## src/rtl/fetch_sequencer.sv

```systemverilog
// Purpose: chooses the PC register's next address and load strobe (increment, branch, stall hold, halt).
// Latency: pc_next/pc_load are combinational from pc_cur and inputs; state, pending branch and count update on posedge.
// Backpressure: stall holds the PC (pc_load=0) and parks any branch seen meanwhile until the stall drops.
module fetch_sequencer #(
  parameter int ADDR_W    = 32,
  parameter int MEM_DEPTH = 1024
) (
  input  logic              clk,
  input  logic              rst,
  input  logic [ADDR_W-1:0] pc_cur,
  input  logic              stall,
  input  logic              branch_taken,
  input  logic [ADDR_W-1:0] branch_target,
  input  logic              halt_req,
  output logic [ADDR_W-1:0] pc_next,
  output logic              pc_load,
  output logic              fetch_valid,
  output logic              halted,
  output logic              fault,
  output logic [ADDR_W-1:0] fetch_count
);

  localparam logic [ADDR_W-1:0] DEPTH_A = ADDR_W'(MEM_DEPTH);
  localparam logic [ADDR_W-1:0] LAST_A  = ADDR_W'(MEM_DEPTH - 1);
  localparam logic [ADDR_W-1:0] ONE_A   = ADDR_W'(1);

  typedef enum logic [1:0] {
    BOOT = 2'd0,
    RUN  = 2'd1,
    HALT = 2'd2
  } state_t;

  state_t            state;
  state_t            state_nxt;
  logic              pend_valid;
  logic              pend_valid_nxt;
  logic [ADDR_W-1:0] pend_target;
  logic [ADDR_W-1:0] pend_target_nxt;
  logic              fault_nxt;
  logic              br_in_range;
  logic              pend_in_range;

  assign br_in_range   = (branch_target < DEPTH_A);
  assign pend_in_range = (pend_target < DEPTH_A);

  // Next-state and PC source selection; earlier branches of the if-chain take priority.
  always_comb begin
    state_nxt       = state;
    pend_valid_nxt  = pend_valid;
    pend_target_nxt = pend_target;
    fault_nxt       = fault;
    pc_next         = pc_cur;
    pc_load         = 1'b0;
    fetch_valid     = 1'b0;
    halted          = 1'b0;
    case (state)
      BOOT: begin
        // One settling cycle after reset; a branch arriving here is dropped.
        state_nxt = RUN;
      end
      RUN: begin
        fetch_valid = !halt_req && (pc_cur < DEPTH_A);
        if (halt_req) begin
          state_nxt = HALT;
        end else if (stall) begin
          // Hold the PC; the newest branch seen during the stall wins.
          if (branch_taken) begin
            pend_valid_nxt  = 1'b1;
            pend_target_nxt = branch_target;
          end
        end else if (branch_taken && !br_in_range) begin
          fault_nxt = 1'b1;
          state_nxt = HALT;
        end else if (branch_taken) begin
          pc_next        = branch_target;
          pc_load        = 1'b1;
          pend_valid_nxt = 1'b0;
        end else if (pend_valid && !pend_in_range) begin
          fault_nxt      = 1'b1;
          pend_valid_nxt = 1'b0;
          state_nxt      = HALT;
        end else if (pend_valid) begin
          pc_next        = pend_target;
          pc_load        = 1'b1;
          pend_valid_nxt = 1'b0;
        end else if (pc_cur >= LAST_A) begin
          // End of instruction memory (or a PC already past it): stop, never wrap.
          state_nxt = HALT;
        end else begin
          pc_next = pc_cur + ONE_A;
          pc_load = 1'b1;
        end
      end
      HALT: begin
        halted = 1'b1;
      end
      default: begin
        state_nxt = BOOT;
      end
    endcase
  end

  // State, pending-branch and sticky-fault registers.
  always_ff @(posedge clk or negedge rst) begin
    if (!rst) begin
      state       <= BOOT;
      pend_valid  <= 1'b0;
      pend_target <= '0;
      fault       <= 1'b0;
    end else begin
      state       <= state_nxt;
      pend_valid  <= pend_valid_nxt;
      pend_target <= pend_target_nxt;
      fault       <= fault_nxt;
    end
  end

  // Count PC advances in RUN, saturating at all-ones.
  always_ff @(posedge clk or negedge rst) begin
    if (!rst) begin
      fetch_count <= '0;
    end else if ((state == RUN) && pc_load && (fetch_count != '1)) begin
      fetch_count <= fetch_count + ONE_A;
    end
  end

  // Any address handed to the PC register must lie inside instruction memory.
  load_in_range: assert property (@(posedge clk) disable iff (!rst) pc_load |-> (pc_next < DEPTH_A));

endmodule
```

## config.mk

```make
export PLATFORM = sky130hd
export DESIGN_NAME = fetch_sequencer
export DESIGN_NICKNAME = d
export VERILOG_FILES = /design/src/rtl/fetch_sequencer.sv
export SDC_FILE = /design/constraint.sdc
export NUM_CORES = 1
export LEC_CHECK = 0
export ABC_CLOCK_PERIOD_IN_PS = 2600
export CORE_MARGIN = 2
export CORE_UTILIZATION = 42
export CTS_BUF_LIST = sky130_fd_sc_hd__clkbuf_4 sky130_fd_sc_hd__clkbuf_8
export DETAILED_ROUTE_END_ITERATION = 10
export MAX_ROUTING_LAYER = met4
export PLACE_DENSITY = 0.86
export SETUP_SLACK_MARGIN = 0.2
export SYNTH_ARGS = -nofsm -noshare
export SYNTH_HDL_FRONTEND = slang
export SYNTH_SLANG_ARGS = --single-unit
```

## constraint.sdc

```tcl
create_clock -name clk -period 2.6 [get_ports clk]
set_clock_uncertainty 0.2 [all_clocks]
set_input_delay 0.39 -clock clk [delete_from_list [all_inputs] [get_ports clk]]
set_output_delay 0.39 -clock clk [all_outputs]
set_load 0.01 [all_outputs]
```

Word-level counts from Yosys, hierarchy flattened
Cells that the tools add are included.
Widths: inputs -> output; s select.
- register bits: 68
- latch bits: 0
- memory bits (writable): 0
- bits in read-only memories: 0
- input port bits: 69
- output and inout bits: 68
- logic and storage cells: 70
- memories kept: 0
- add/subtract/negate cells: 2
- $mul: 0
- divide/modulo/power cells: 0
- magnitude comparators: 4
- eq/ne operators: 10
- shift operators: 0
- multiplexer cells: 32
- bitwise gates (word level): 3
- reduce and logical (&&, ||, !) cells: 14
- operators by type and width (cell ; number):
    $mux 32 ; 8
    $lt 32x11->1 const B ; 3
    $add 32x1->32 const B ; 2
    $ge 32x10->1 const B ; 1
    $ne 32x32->1 const B ; 1
    $mux 1 ; 16
    $mux 2 ; 7
    $ne 5x5->1 const B ; 2
    $reduce_and 5->1 ; 2
    $reduce_and 4->1 ; 2
    $pmux 2 s3 ; 1
    $logic_and 1x1->1 ; 5
    $ne 2x1->1 const B ; 2
    $ne 4x4->1 const B ; 1
    $logic_not 1->1 ; 3
    $ne 3x3->1 const B ; 1
    $not 1->1 ; 3
    $eq 2x1->1 const B ; 1
    $eq 2x2->1 const B ; 1
    $logic_not 2->1 ; 1
    $ne 2x2->1 const B ; 1
    $reduce_bool 2->1 ; 1

Logic depth before layout (Yosys ltp)
- depth in word-level cells: 11
- gate-level depth with buffers: 8

Worst setup path before layout
Ideal clock, no wire load.
- path kind: input to register
- from: input port pc_cur[0]
- to: register fetch_count[1]
- setup time: 0.125 ns
- arrival: 2.234 ns
- data required time: 2.275 ns
- slack: 0.041 ns
- stages: 8
- buffers on the path: 0
- cell sequence: ha_1 > nand3_1 > nor3_1 > or3_4 > a21o_1 > clkinv_1 > nand2_1 > mux2_2
- cells in the longest elaborated chain, start to end: 11
- ends and longest elaborated chain (element ; RTL line ; RTL):
    start: declaration ; 10 ; input logic [ADDR_W-1:0] pc_cur,
    $ge 32x10->1 ; 86 ; end else if (pc_cur >= LAST_A) begin
    $mux 1 ; 86 ;
    $mux 1 ; 82 ; end else if (pend_valid) begin
    $mux 1 ; 78 ; end else if (pend_valid && !pend_in_range) begin
    $mux 1 ; 74 ; end else if (branch_taken) begin
    $mux 1 ; 71 ; end else if (branch_taken && !br_in_range) begin
    $mux 1 ; 65 ; end else if (stall) begin
    $mux 1 ; 63 ; if (halt_req) begin
    $mux 1 ; 56 ; case (state)
    named net pc_load ; 16 ; output logic pc_load,
    $logic_and 1x1->1 (2 in series) ; 122 ; end else if ((state == RUN) && pc_load && (fetch_count != '1)) begin
    end signal: assignment ; 123 ; fetch_count <= fetch_count + ONE_A;
    end: declaration ; 20 ; output logic [ADDR_W-1:0] fetch_count
The timed path passes the listed nets, and every way through them passes these cells.
A chain may end at the register's enable or synchronous reset.

Worst setup path after layout
- from: input port pc_cur[13]
- to: output port pc_next[4]
- cells in the longest elaborated chain, start to end: 9
- ends and longest elaborated chain (element ; RTL line ; RTL):
    $ge 32x10->1 ; 86 ;
    $mux 32 ; 86 ;
    $mux 32 ; 82 ;
    $mux 32 ; 78 ;
    $mux 32 ; 74 ;
    $mux 32 ; 71 ;
    $mux 32 ; 65 ;
    $mux 32 ; 63 ;
    $mux 32 ; 56 ;
    end: declaration ; 15 ; output logic [ADDR_W-1:0] pc_next,
No other way between the ends.

==> qor.yml <==
ys_async_sr_fraction: 1.00
fin_tns_setup_ns: -7.38
grt_pass1_wl_mm: 22.8
cp.required_ns: 2.01
grt_start_max_net_pins: 35
syn_area_per_cell_um2: 10.0
power.total_mw: 3.69
failed_checks: "setup timing"
min-delay-start: "branch_target[19]"
synth_enable_flop_cells: 0
drtAntennaViolNets: 0
dr.pass1.iters: 5
status: "complete, but fails checks"
synth_area_mm2: 0.00381
start_kind: "input pin"
r2r_cells: 9
irDropWorstVdd_uv: 474
antenna_found_initial: 0
gr-total-overflow: 0
yosysWarningCount: 0
gp_congestion: 0.941
leakage_nw: 3.23
path_class: "in -> out"
final_max_slew_viol_count: 0
coreArea_mm2: 0.00876
syn-num-nets: 450
ys_types: 48
wire_per_inst_um: 21.1
post-route-period-util: 1.15
clock_path_buffers: 2
synth_top_area_frac: 0.447
path_clk_slew_ns: 0.07
synth_flop_cell: "dfrtp_1"
maxCapViolCount: 0
dieArea_mm2: 0.00984
cts_tree: "built"
slew_headroom: 0.513
timing.rr.end: "fetch_count[9]"
reg2reg_slack_ns: -0.10
grt.met1_usage: 0.341
gr-usage-met2: 0.517
n_antenna_cell: 0
hold_depth: 2
hold_class: "in -> reg"
p_per_area_mw_per_mm2: 530
fmaxAchievable_ghz: 0.335
timing_hold_violations_final: 0
io_pins: 137
die_x_um: 99.2
cts_root_buffer: "clkbuf_8"
finalSetupViolCount: 44
clk_latency_ns: 0.33
grt_setup_unrepaired: "yes"
portBuffers: 136
routed_via_density: 6.03
synth_area_leaders: "dfrtp_1 45%, mux2_2 9.8%, xnor2_1 4.6%"
fp.dieH_um: 99.2
min_to: "pend_target[19]"
dp_hpwl_mm: 9.33
tightestPinTransition_ns: 0.730
busiest_layer: "met2"
drt_iter0_drc: 274
wirelength_mm: 15.2
finalNetCount: 678
worst_setup_path_end_kind: "primary output"
rows: 34
cp.arrival_ns: 2.39
synthCells: 379
ys_ff_latch: 68
cts_buffers: 9
synth_top_cell_by_area: "dfrtp_1"
grt_use_met3: 0.0534
start_util: 0.434
num_vias: 4342
yosysSeqAreaShare: 0.447
grt_pass1_vias: 4533
grt_usage: 0.300
crit-reg2reg-launch: "pend_target[15]"
drive_gt1_frac: 0.467
fin_crit_ns: 2.98
cp_max_fo: 4
cts_htree_levels: 3
fin_ws_ns: -0.381
syn_to_final_growth_pct: 83.0
clkSinkCount: 68
drc: 0
[where the power goes]
part | total [mW] | switching (mW) | internal, mW
combinational | 1.25 | 0.570 | 0.675
clock | 0.883 | 0.393 | 0.490
sequential | 1.56 | 0.209 | 1.35
[routing by layer]
layer / wire length [um] / vias to the layer above
met5: 0 / -
met4: 616 / 0
met3: 1030 / 66
met2: 7840 / 281
met1: 5680 / 2121
li1: - / 1874
[repair_timing]
action	4_1_cts	5_1_grt
hold buffers	1	0
pin swaps	88	51
endpoints found under the hold margin	29	0
endpoints found under the setup margin	66	67
gates cloned	5	0
resized for setup	324	69
setup buffers	23	5
[how the worst max path moves through the flow]
| stage | startpoint | end | slack [ns] |
|---|---|---|---|
| CTS | pend_target[15] | pc_next[7] | -0.38 |
| finish | pc_cur[13] | pc_next[4] | -0.38 |
| global route | pend_target[22] | pc_next[4] | -0.48 |
| global placement | pc_cur[16] | pc_next[4] | -0.89 |
| floorplan | pc_cur[16] | pc_next[4] | 0.14 |
| detailed placement | branch_target[14] | pc_next[7] | -0.94 |
[area by class of cell]
type	instances	area (um^2)
multi-input combinational	288	2730
timing repair buffer	229	2160
fill	498	1800
sequential	68	1700
clock buffer	12	153
tap	108	135
clock inverter	4	48.8
inverter	11	46.3
[cell usage in the layout, fill, tap and decap left out, types with 3 or more instances in the layout]
cell	instances
xnor2_1	14
buf_6	45
a211oi_1	4
clkbuf_8	10
inv_1	9
and3_1	8
a21o_1	4
clkbuf_2	6
nand3_2	5
o21ai_1	5
buf_4	62
nor4_4	12
nand3_4	7
nor2_1	11
a21oi_1	4
a31oi_1	6
and4_1	3
clkdlybuf4s50_1	52
and2_4	21
nand4_1	17
o31ai_1	3
dlymetal6s2s_1	9
dfrtp_1	67
o21ai_0	6
buf_2	12
nand2_1	20
nor4_2	10
dlygate4sd2_1	27
xnor2_2	6
clkdlybuf4s15_1	8
nand2_4	3
xor2_1	11
mux2_2	31
nor3_4	8
nand3_1	10
buf_12	6
nor4_1	6
[state kept, by name, summed over array words and instances, names as in the netlist]
register	flops
state	2
pend_valid	1
fetch_count	32
pend_target	32
fault	1
[stage by stage]
| step | worst slack [ns] | hold slack (ns) | cells | instance area, um^2 | util |
|---|---|---|---|---|---|
| 3_5_place_dp | -0.943 | 0.261 | 670 | 5800 | 0.662 |
| 2_1_floorplan | 0.139 | -0.106 | 379 | 3880 | - |
| 6_report | -0.381 | 0.177 | 720 | 6970 | 0.795 |
| 3_3_place_gp | -0.887 | 0.265 | 670 | 5800 | 0.662 |
| 4_1_cts | -0.377 | 0.251 | 715 | 6700 | 0.765 |
| 5_1_grt | -0.482 | 0.183 | 720 | 6970 | 0.795 |
[cell usage after synthesis, drive strengths merged, types with 3 or more instances]
library cell  instances
nor4                 28
nand2                24
and2                 24
mux2                 33
nor3                 10
a31oi                 6
nand4                18
a21oi                 6
and4                  3
nor2                 14
and3                  9
inv                   9
nand3                22
xnor2                20
or3                   4
clkbuf               12
o21ai                13
o31ai                 4
xor2                 11
a211oi                6
a21o                  4
dfrtp                68
[worst max-delay path: stages]
cell,delay [ns]
clkdlybuf4s15_1,0.25
nor4_4,0.34
nand4_4,0.17
or3_4,0.39
or3_4,0.34
o211ai_1,0.14
a32o_2,0.25
buf_6,0.11
[logic make-up (layout without fill, tap and decap cells)]
| logic type | after synthesis | in the layout | synth area share |
|---|---|---|---|
| and+or+nand+nor | 168 | 169 | 0.259 |
| DFF | 68 | 68 | 0.447 |
| AOI/OAI and AO/OA | 50 | 51 | 0.0881 |
| muxes | 35 | 35 | 0.103 |
| xor gates and xnor gates | 31 | 31 | 0.0713 |
| buffers and inverters | 25 | 256 | 0.0253 |
| adders and majority gates | 2 | 2 | 0.00657 |
Power figures use the tool's default switching activity.
